<file path="src/rtl/descifrador_8bits_pkg.sv">
// Shared definitions for the 8-bit decipher block: search FSM states and data sizes.
package descifrador_8bits_pkg;

    localparam int             DATA_W    = 8;
    localparam logic [7:0]     LAST_CAND = 8'hFF;

    typedef enum logic [1:0] {
        IDLE   = 2'd0,
        SEARCH = 2'd1,
        DONE   = 2'd2
    } state_e;

endpackage

</file>
<file path="src/rtl/descifrador_8bits_cifrado_fn.sv">
// Forward cipher f(A) = A + B mod 256, with B built from the pairwise ANDs of A.
module cifrado_fn
    import descifrador_8bits_pkg::*;
(
    input  logic [DATA_W-1:0] a_i,
    output logic [DATA_W-1:0] y_o
);

    logic p3, p2, p1, p0;
    logic n2, n1, n0;
    logic [DATA_W-1:0] b;

    assign p3 = a_i[7] & a_i[6];
    assign p2 = a_i[5] & a_i[4];
    assign p1 = a_i[3] & a_i[2];
    assign p0 = a_i[1] & a_i[0];

    assign n2 = p3 | p2;
    assign n1 = p2 | p1;
    assign n0 = p1 | p0;

    assign b   = {2'b00, n2, n1, n0, n2, n1, n0};
    assign y_o = a_i + b;

endmodule

</file>
<file path="src/rtl/descifrador_8bits.sv">
// Exhaustive inverse of cifrado_fn: scans all 256 plaintexts, one per clock.
// Handshakes: a transfer happens on a rising edge where valid && ready; input ready only in IDLE.
module descifrador_8bits
    import descifrador_8bits_pkg::*;
#(
    parameter int CNT_W      = 4,
    parameter bit EARLY_EXIT = 1'b0
) (
    input  logic              clk,
    input  logic              rst_n,
    input  logic              in_valid,
    output logic              in_ready,
    input  logic [7:0]        y_in,
    output logic              out_valid,
    input  logic              out_ready,
    output logic [7:0]        a_out,
    output logic              found,
    output logic              multi,
    output logic [CNT_W-1:0]  match_count,
    output state_e            dbg_state_o
);

    localparam logic [CNT_W-1:0] CNT_MAX = '1;

    state_e            state_q, state_d;
    logic [7:0]        cand_q, cand_d;
    logic [7:0]        y_q, y_d;
    logic [7:0]        a_q, a_d;
    logic              found_q, found_d;
    logic              multi_q, multi_d;
    logic [CNT_W-1:0]  cnt_q, cnt_d;
    logic [7:0]        f_cand;
    logic              match;

    cifrado_fn u_fn (
        .a_i (cand_q),
        .y_o (f_cand)
    );

    assign match = (f_cand == y_q);

    always_comb begin
        state_d = state_q;
        cand_d  = cand_q;
        y_d     = y_q;
        a_d     = a_q;
        found_d = found_q;
        multi_d = multi_q;
        cnt_d   = cnt_q;
        unique case (state_q)
            IDLE: begin
                if (in_valid) begin
                    y_d     = y_in;
                    cand_d  = '0;
                    a_d     = '0;
                    found_d = 1'b0;
                    multi_d = 1'b0;
                    cnt_d   = '0;
                    state_d = SEARCH;
                end
            end
            SEARCH: begin
                if (match) begin
                    if (!found_q) begin
                        a_d     = cand_q;
                        found_d = 1'b1;
                    end else begin
                        multi_d = 1'b1;
                    end
                    if (cnt_q != CNT_MAX) cnt_d = cnt_q + 1'b1;
                end
                // Candidate 255 is the last one; the counter never wraps back to 0.
                if ((cand_q == LAST_CAND) || (EARLY_EXIT && match)) begin
                    state_d = DONE;
                end else begin
                    cand_d = cand_q + 8'd1;
                end
            end
            DONE: begin
                if (out_ready) state_d = IDLE;
            end
            default: state_d = IDLE;
        endcase
    end

    always_ff @(posedge clk or negedge rst_n) begin
        if (!rst_n) begin
            state_q <= IDLE;
            cand_q  <= '0;
            y_q     <= '0;
            a_q     <= '0;
            found_q <= 1'b0;
            multi_q <= 1'b0;
            cnt_q   <= '0;
        end else begin
            state_q <= state_d;
            cand_q  <= cand_d;
            y_q     <= y_d;
            a_q     <= a_d;
            found_q <= found_d;
            multi_q <= multi_d;
            cnt_q   <= cnt_d;
        end
    end

    assign in_ready    = (state_q == IDLE);
    assign out_valid   = (state_q == DONE);
    assign a_out       = a_q;
    assign found       = found_q;
    assign multi       = multi_q;
    assign match_count = cnt_q;
    assign dbg_state_o = state_q;

endmodule

</file>
<file path="config.mk">
export PLATFORM = sky130hd
export DESIGN_NAME = descifrador_8bits
export DESIGN_NICKNAME = d
export VERILOG_FILES = /design/src/rtl/descifrador_8bits_pkg.sv /design/src/rtl/descifrador_8bits_cifrado_fn.sv /design/src/rtl/descifrador_8bits.sv
export SDC_FILE = /design/constraint.sdc
export NUM_CORES = 1
export LEC_CHECK = 0
export ABC_AREA = 1
export BUFFER_PORTS_ARGS = -buffer_cell sky130_fd_sc_hd__buf_2
export CAP_MARGIN = 20
export CORE_MARGIN = 5
export CORE_UTILIZATION = 55
export DETAILED_ROUTE_END_ITERATION = 7
export PLACE_DENSITY_LB_ADDON = 0.12
export SETUP_SLACK_MARGIN = 0.15
export SLEW_MARGIN = 20
export SYNTH_ARGS = -nofsm -noshare
export SYNTH_HDL_FRONTEND = slang
export SYNTH_SLANG_ARGS = --single-unit
</file>
<file path="constraint.sdc">
create_clock -name clk -period 2.7 [get_ports clk]
set_input_delay 0.135 -clock clk [delete_from_list [all_inputs] [get_ports clk]]
set_output_delay 0.135 -clock clk [all_outputs]
set_load 0.05 [all_outputs]
</file>
Word-level counts from Yosys, hierarchy flattened --
Cells that the tools add are included.
Storage, ports and cells: output and inout bits 18, word-level logic and storage cells 59, input bits 12, RAM bits 0, bits in latches 0, flip-flop bits (word level) 32, memory bits (read-only) 0, memories kept 0
Operators by class: $lt $le $gt $ge 0, equal/unequal tests 13, multipliers 0, bitwise operators 7, shift operators 0, divide/modulo/power cells 0, multiplexer cells 20, reductions and logical operators 9, add/subtract/negate cells 3
Operator list (count):
- $mux 8 | 4
- $pmux 8 s2 | 2
- $ne 2x2->1 const B | 7
- $mux 4 | 3
- $reduce_and 4->1 | 3
- $reduce_and 3->1 | 3
- $add 8x1->8 const B | 1
- $add 8x6->8 | 1
- $eq 8x8->1 | 1
- $eq 8x8->1 const B | 1
- $pmux 4 s2 | 1
- $mux 2 | 3
- $pmux 2 s3 | 1
- $add 4x1->4 const B | 1
- $and 1x1->1 | 4
- $mux 1 | 4
- $ne 4x4->1 const B | 1
- $pmux 1 s2 | 2
- $or 1x1->1 | 3
- $eq 2x1->1 const B | 1
- $eq 2x2->1 const B | 1
- $logic_not 2->1 | 1
- $ne 2x1->1 const B | 1
- $reduce_and 2->1 | 1
- $reduce_bool 2->1 | 1

Logic depth before layout (Yosys ltp) --
depth after elaboration 6, gate-level depth with buffers 21, mapped depth without buffers 20

Hierarchy --
From an unflattened synthesis, not the netlist that was laid out.
Second synthesis, totals: cell total of the unflattened synthesis 255, area total of the unflattened synthesis 2021.9 um^2
By module, submodules not included:
- descifrador_8bits | cells each 196, sequential area each 800.8 um^2, area each 1690.4 um^2, instances 1
- cifrado_fn | cells each 59, sequential area each 0.0 um^2, area each 331.6 um^2, instances 1

Worst setup path before layout --
OpenSTA, ideal clock, no wires.
path kind reg2reg, start point register cand_q[0], end point register a_q[0] (netlist: a_out[0]), stages on the path, launching flop included 18, library setup time 0.119 ns, data required time 2.581 ns, period minus slack after synthesis 2.492 ns, arrival time 2.373 ns, path buffers 1, path slack 0.208 ns, path through dfrtp_1 -> ha_1 -> inv_1 -> nand2_1 -> ha_1 -> inv_1 -> fa_1 -> xor2_1 -> nand3_1 -> nor2_1 -> nand2_1 -> nor2_4 -> nand2_2 -> nand2_2 -> nand2_4 -> buf_6 -> nand2_2 -> o21ai_2
On the way: longest elaborated chain between the ends 6, elaborated cells on any way between the ends 9, classes of those cells add/sub: 1; eq/ne: 2; mux: 3; bitwise: 2; reduce/logical: 1
Ends and longest elaborated chain:
- start: declaration | line descifrador_8bits.sv:26 | logic [7:0] cand_q, cand_d;
- start signal: assignment | line descifrador_8bits.sv:97 | cand_q <= cand_d;
- $and 1x1->1 | line descifrador_8bits_cifrado_fn.sv:16 | assign p0 = a_i[1] & a_i[0];
- $or 1x1->1 | line descifrador_8bits_cifrado_fn.sv:20 | assign n0 = p1 | p0;
- $add 8x6->8 | line descifrador_8bits_cifrado_fn.sv:23 | assign y_o = a_i + b;
- $eq 8x8->1 | line descifrador_8bits.sv:40 | assign match = (f_cand == y_q);
- $ne 2x2->1 (no source line)
- $reduce_and 4->1 (no source line)
- end signal: assignment | line descifrador_8bits.sv:91 | a_q <= '0;
- end signal: assignment | line descifrador_8bits.sv:99 | a_q <= a_d;
- end: declaration | line descifrador_8bits.sv:28 | logic [7:0] a_q, a_d;
Parallel ways exist; a longest one is shown, timed or not. The select of a mux whose other input is x is not followed. A chain may end at the register's enable or synchronous reset.

Worst setup path in the final report --
start point register cand_q[1], end point register a_q[5] (netlist: a_out[5])
On the way: longest elaborated chain between the ends 6
Ends and longest elaborated chain (line):
- $and 1x1->1 | descifrador_8bits_cifrado_fn.sv:16
- $or 1x1->1 | descifrador_8bits_cifrado_fn.sv:20
- $add 8x6->8 * | descifrador_8bits_cifrado_fn.sv:23
- $eq 8x8->1 * | descifrador_8bits.sv:40
- $ne 2x2->1 (no source line) *
- $reduce_and 4->1 (no source line) *
Every way passes the cells marked *; elsewhere a longest branch is shown, timed or not.

==> results.py <==
metrics = {
    "routing": {
        "ant_nets": 0,
        "avgRoutedWirePerCell_um": 12.7,
        "first_pass_iters": 4,
        "via_per_inst": 4.97,
        "vias": 1776,
        "first_iter_violations": 58,
        "drc": 0,
        "routed_wl_um": 4540,
    },
    "synthesis": {
        "ys_seq_area_share_pct": 41.5,
        "netlist_area_um2": 1930,
        "yosys.area.top_type": "dfrtp_1",
        "syn_nets": 282,
        "synth.top_cell.area_share_pct": 41.5,
        "ys.flop_type": "dfrtp_1",
        "yosys_warnings": 0,
        "syn_area_per_cell_um2": 7.39,
        "ys_top_cells_by_count": "nand2_1, dfrtp_1, inv_1, nand3_1, nor2_1",
        "synth.area.top_cells": "dfrtp_1, nand2_1, inv_1, ha_1, nand3_1",
        "ys_types": 26,
        "yosys.cell_count.top_type": "nand2_1",
        "syn-instance-count": 261,
        "synth_edf_count": 0,
        "synth_seq_cells": 32,
        "synthArstFlopShare_pct": 100,
    },
    "clock_tree": {
        "insertion_delay_ns": 0.33,
        "cts_buffers": 5,
        "cts_tree": "built",
        "cts_root_buffer": "clkbuf_4",
        "path_clk_slew_ns": 0.09,
        "htree_levels": 2,
        "clkSinkCount": 32,
        "clk_path_buf_depth": 2,
    },
    "sta": {
        "maxSlewHeadroom_pct": 48.4,
        "fin_skew_ns": 0.00663,
        "grt_setup_unrepaired": "true",
        "maxSlewViolCount": 0,
        "period_needed_ns": 2.54,
        "layout_setup_ws_ns": 0.159,
        "period_share_pct": 94.1,
        "tns_ns": 0,
        "holdWs_ns": 0.0117,
        "finalSetupViolCount": 0,
        "worst_pin_slew_ns": 0.769,
        "fmax_ghz": 0.394,
        "hold_violations": 0,
    },
    "floorplanning": {
        "core_um2": 3360,
        "die_y_um": 69.2,
        "fp.dieArea_um2": 4790,
        "initial_core_util_pct": 57.3,
        "die_width_um": 69.2,
        "io_pins": 30,
        "placementRows": 21,
    },
    "min_path": {
        "min_from": "y_in[3]",
        "hold_end": "y_q[3]",
        "hold_path.class": "primary input to flop",
        "hold_depth": 3,
    },
    "power_and_ir_drop": {
        "p_leak_nw": 1.35,
        "finalPower_mw": 2.92,
        "power.density_nw_per_um2": 1200,
        "irDropWorstVdd_uv": 549,
    },
    "global_routing": {
        "overflow": 0,
        "grt_max_degree": 33,
        "grt_first_pass_wirelength_um": 7580,
        "grt_use_total_pct": 19.6,
        "grt_pass1_vias": 1658,
        "grt_antenna_before_repair": 0,
    },
    "critical_path": {
        "critPathLaunchType": "flop",
        "r2r_cells": 16,
        "rr_startpoint": "cand_q[1]",
        "arrival_ns": 2.77,
        "endpoint_kind": "flop",
        "crit_type": "flop to flop",
        "r2r_setup_slack_ns": 0.16,
        "reg2reg_to": "a_out[5]",
        "crit_fanout": 8,
        "required_ns": 2.93,
    },
    "place": {
        "io_buffers": 29,
        "detailed_place_hpwl_um": 3270,
        "place_ws_ns": 0.100,
        "gp_congestion": 0.893,
        "placed_cell_area_um2": 2160,
        "place_inst": 339,
    },
    "cells_and_area": {
        "syn2layout_area_growth_pct": 26.0,
        "antenna_cells": 0,
        "stdcell_count": 357,
        "final_area_um2": 2430,
        "drive_above_1_share_pct": 26.0,
        "fin_util_pct": 72.2,
        "final_nets": 331,
    },
    "outcome": {
        "status": "finished, final reports clean",
    },
    "run": {
        "timing.max_cap.violations": 0,
    },
}
[cell usage in the layout, fill, tap and decap left out, types with 2 or more instances in the layout]
cell,Yosys,final
clkbuf_4,0,5
buf_4,0,11
nor2_4,2,2
o21ai_2,8,8
nand2_1,99,88
o21ai_0,8,7
inv_1,29,26
nand2_8,0,3
buf_2,1,29
dlygate4sd3_1,0,6
xor2_1,4,4
nand2_2,4,7
nor2_1,17,16
nor3_1,2,2
o21ai_1,1,2
nand2_4,1,7
clkbuf_1,3,2
dfrtp_1,32,32
ha_1,8,6
nand3_1,20,20
xnor2_1,3,3
inv_2,1,4
nand4_1,2,2
a21oi_1,10,10
[registers in the layout (all words and copies together), names as in the netlist]
register,cells
y_q,8
match_count,4
multi,1
a_out,8
found,1
dbg_state_o,2
cand_q,8
[per-layer routing]
| layer | part of all wire [%] | wire (µm) | track usage (%) |
|---|---|---|---|
| met5 | 0 | 0 | 0 |
| met4 | 1.2 | 54 | 6.51 |
| met3 | 3.7 | 168 | 4.35 |
| met2 | 49 | 2230 | 32.8 |
| met1 | 46 | 2090 | 25.0 |
[report_power, final]
| group | total [mW] | switching [mW] | internal, mW | leakage [nW] |
|---|---|---|---|---|
| clock network | 0.283 | 0.154 | 0.128 | 0.0326 |
| logic | 1.85 | 1.21 | 0.643 | 0.909 |
| registers | 0.789 | 0.139 | 0.650 | 0.407 |
[worst max path at each step]
stage,startpoint,end,slack [ns]
floorplan,cand_q[0],a_out[0],0.21
global placement,cand_q[1],match_count[2],0.13
detailed placement,cand_q[1],a_out[2],0.10
CTS,cand_q[1],a_out[7],0.16
global route,cand_q[1],match_count[0],0.04
finish,cand_q[1],a_out[5],0.16
[cell families (layout without fill, tap and decap cells)]
kind of cell	after synthesis	count (layout)	synth area share [%]
simple gates	149	150	32.7
flops	32	32	41.5
compound gates	28	28	8.89
buf+inv	36	85	7.46
fa+ha+maj	9	9	6.23
xor+xnor	7	7	3.18
[worst max-delay path, stage by stage (launching register included)]
cell and delay [ns]:
dfrtp_1 0.39, ha_2 0.21, inv_2 0.05, nand2_4 0.06, ha_4 0.14, inv_2 0.04, fa_2 0.53, xor2_1 0.14
nand3_1 0.08, nor2_1 0.11, nand2_1 0.09, nor2_4 0.15, nand2_4 0.09, nand2_8 0.10, nand2_8 0.10, nand2_2 0.12
o21ai_2 0.05
[area by class of cell]
cell class / count / area [µm²]
inverters: 31 / 116
clock buffers: 8 / 58.8
repair buffers: 46 / 288
flip-flops and latches: 32 / 801
fillers: 293 / 933
well taps: 46 / 57.6
multi-input cells: 194 / 1110
[what timing repair did]
item,CTS,global route
setup buffers,2,1
hold endpoints to repair,37,0
setup endpoints to repair,12,12
pin swaps,4,13
gates resized for setup,16,14
cloned,1,0
hold buffers,6,0
No activity file was read; power rests on OpenSTA's default activity.
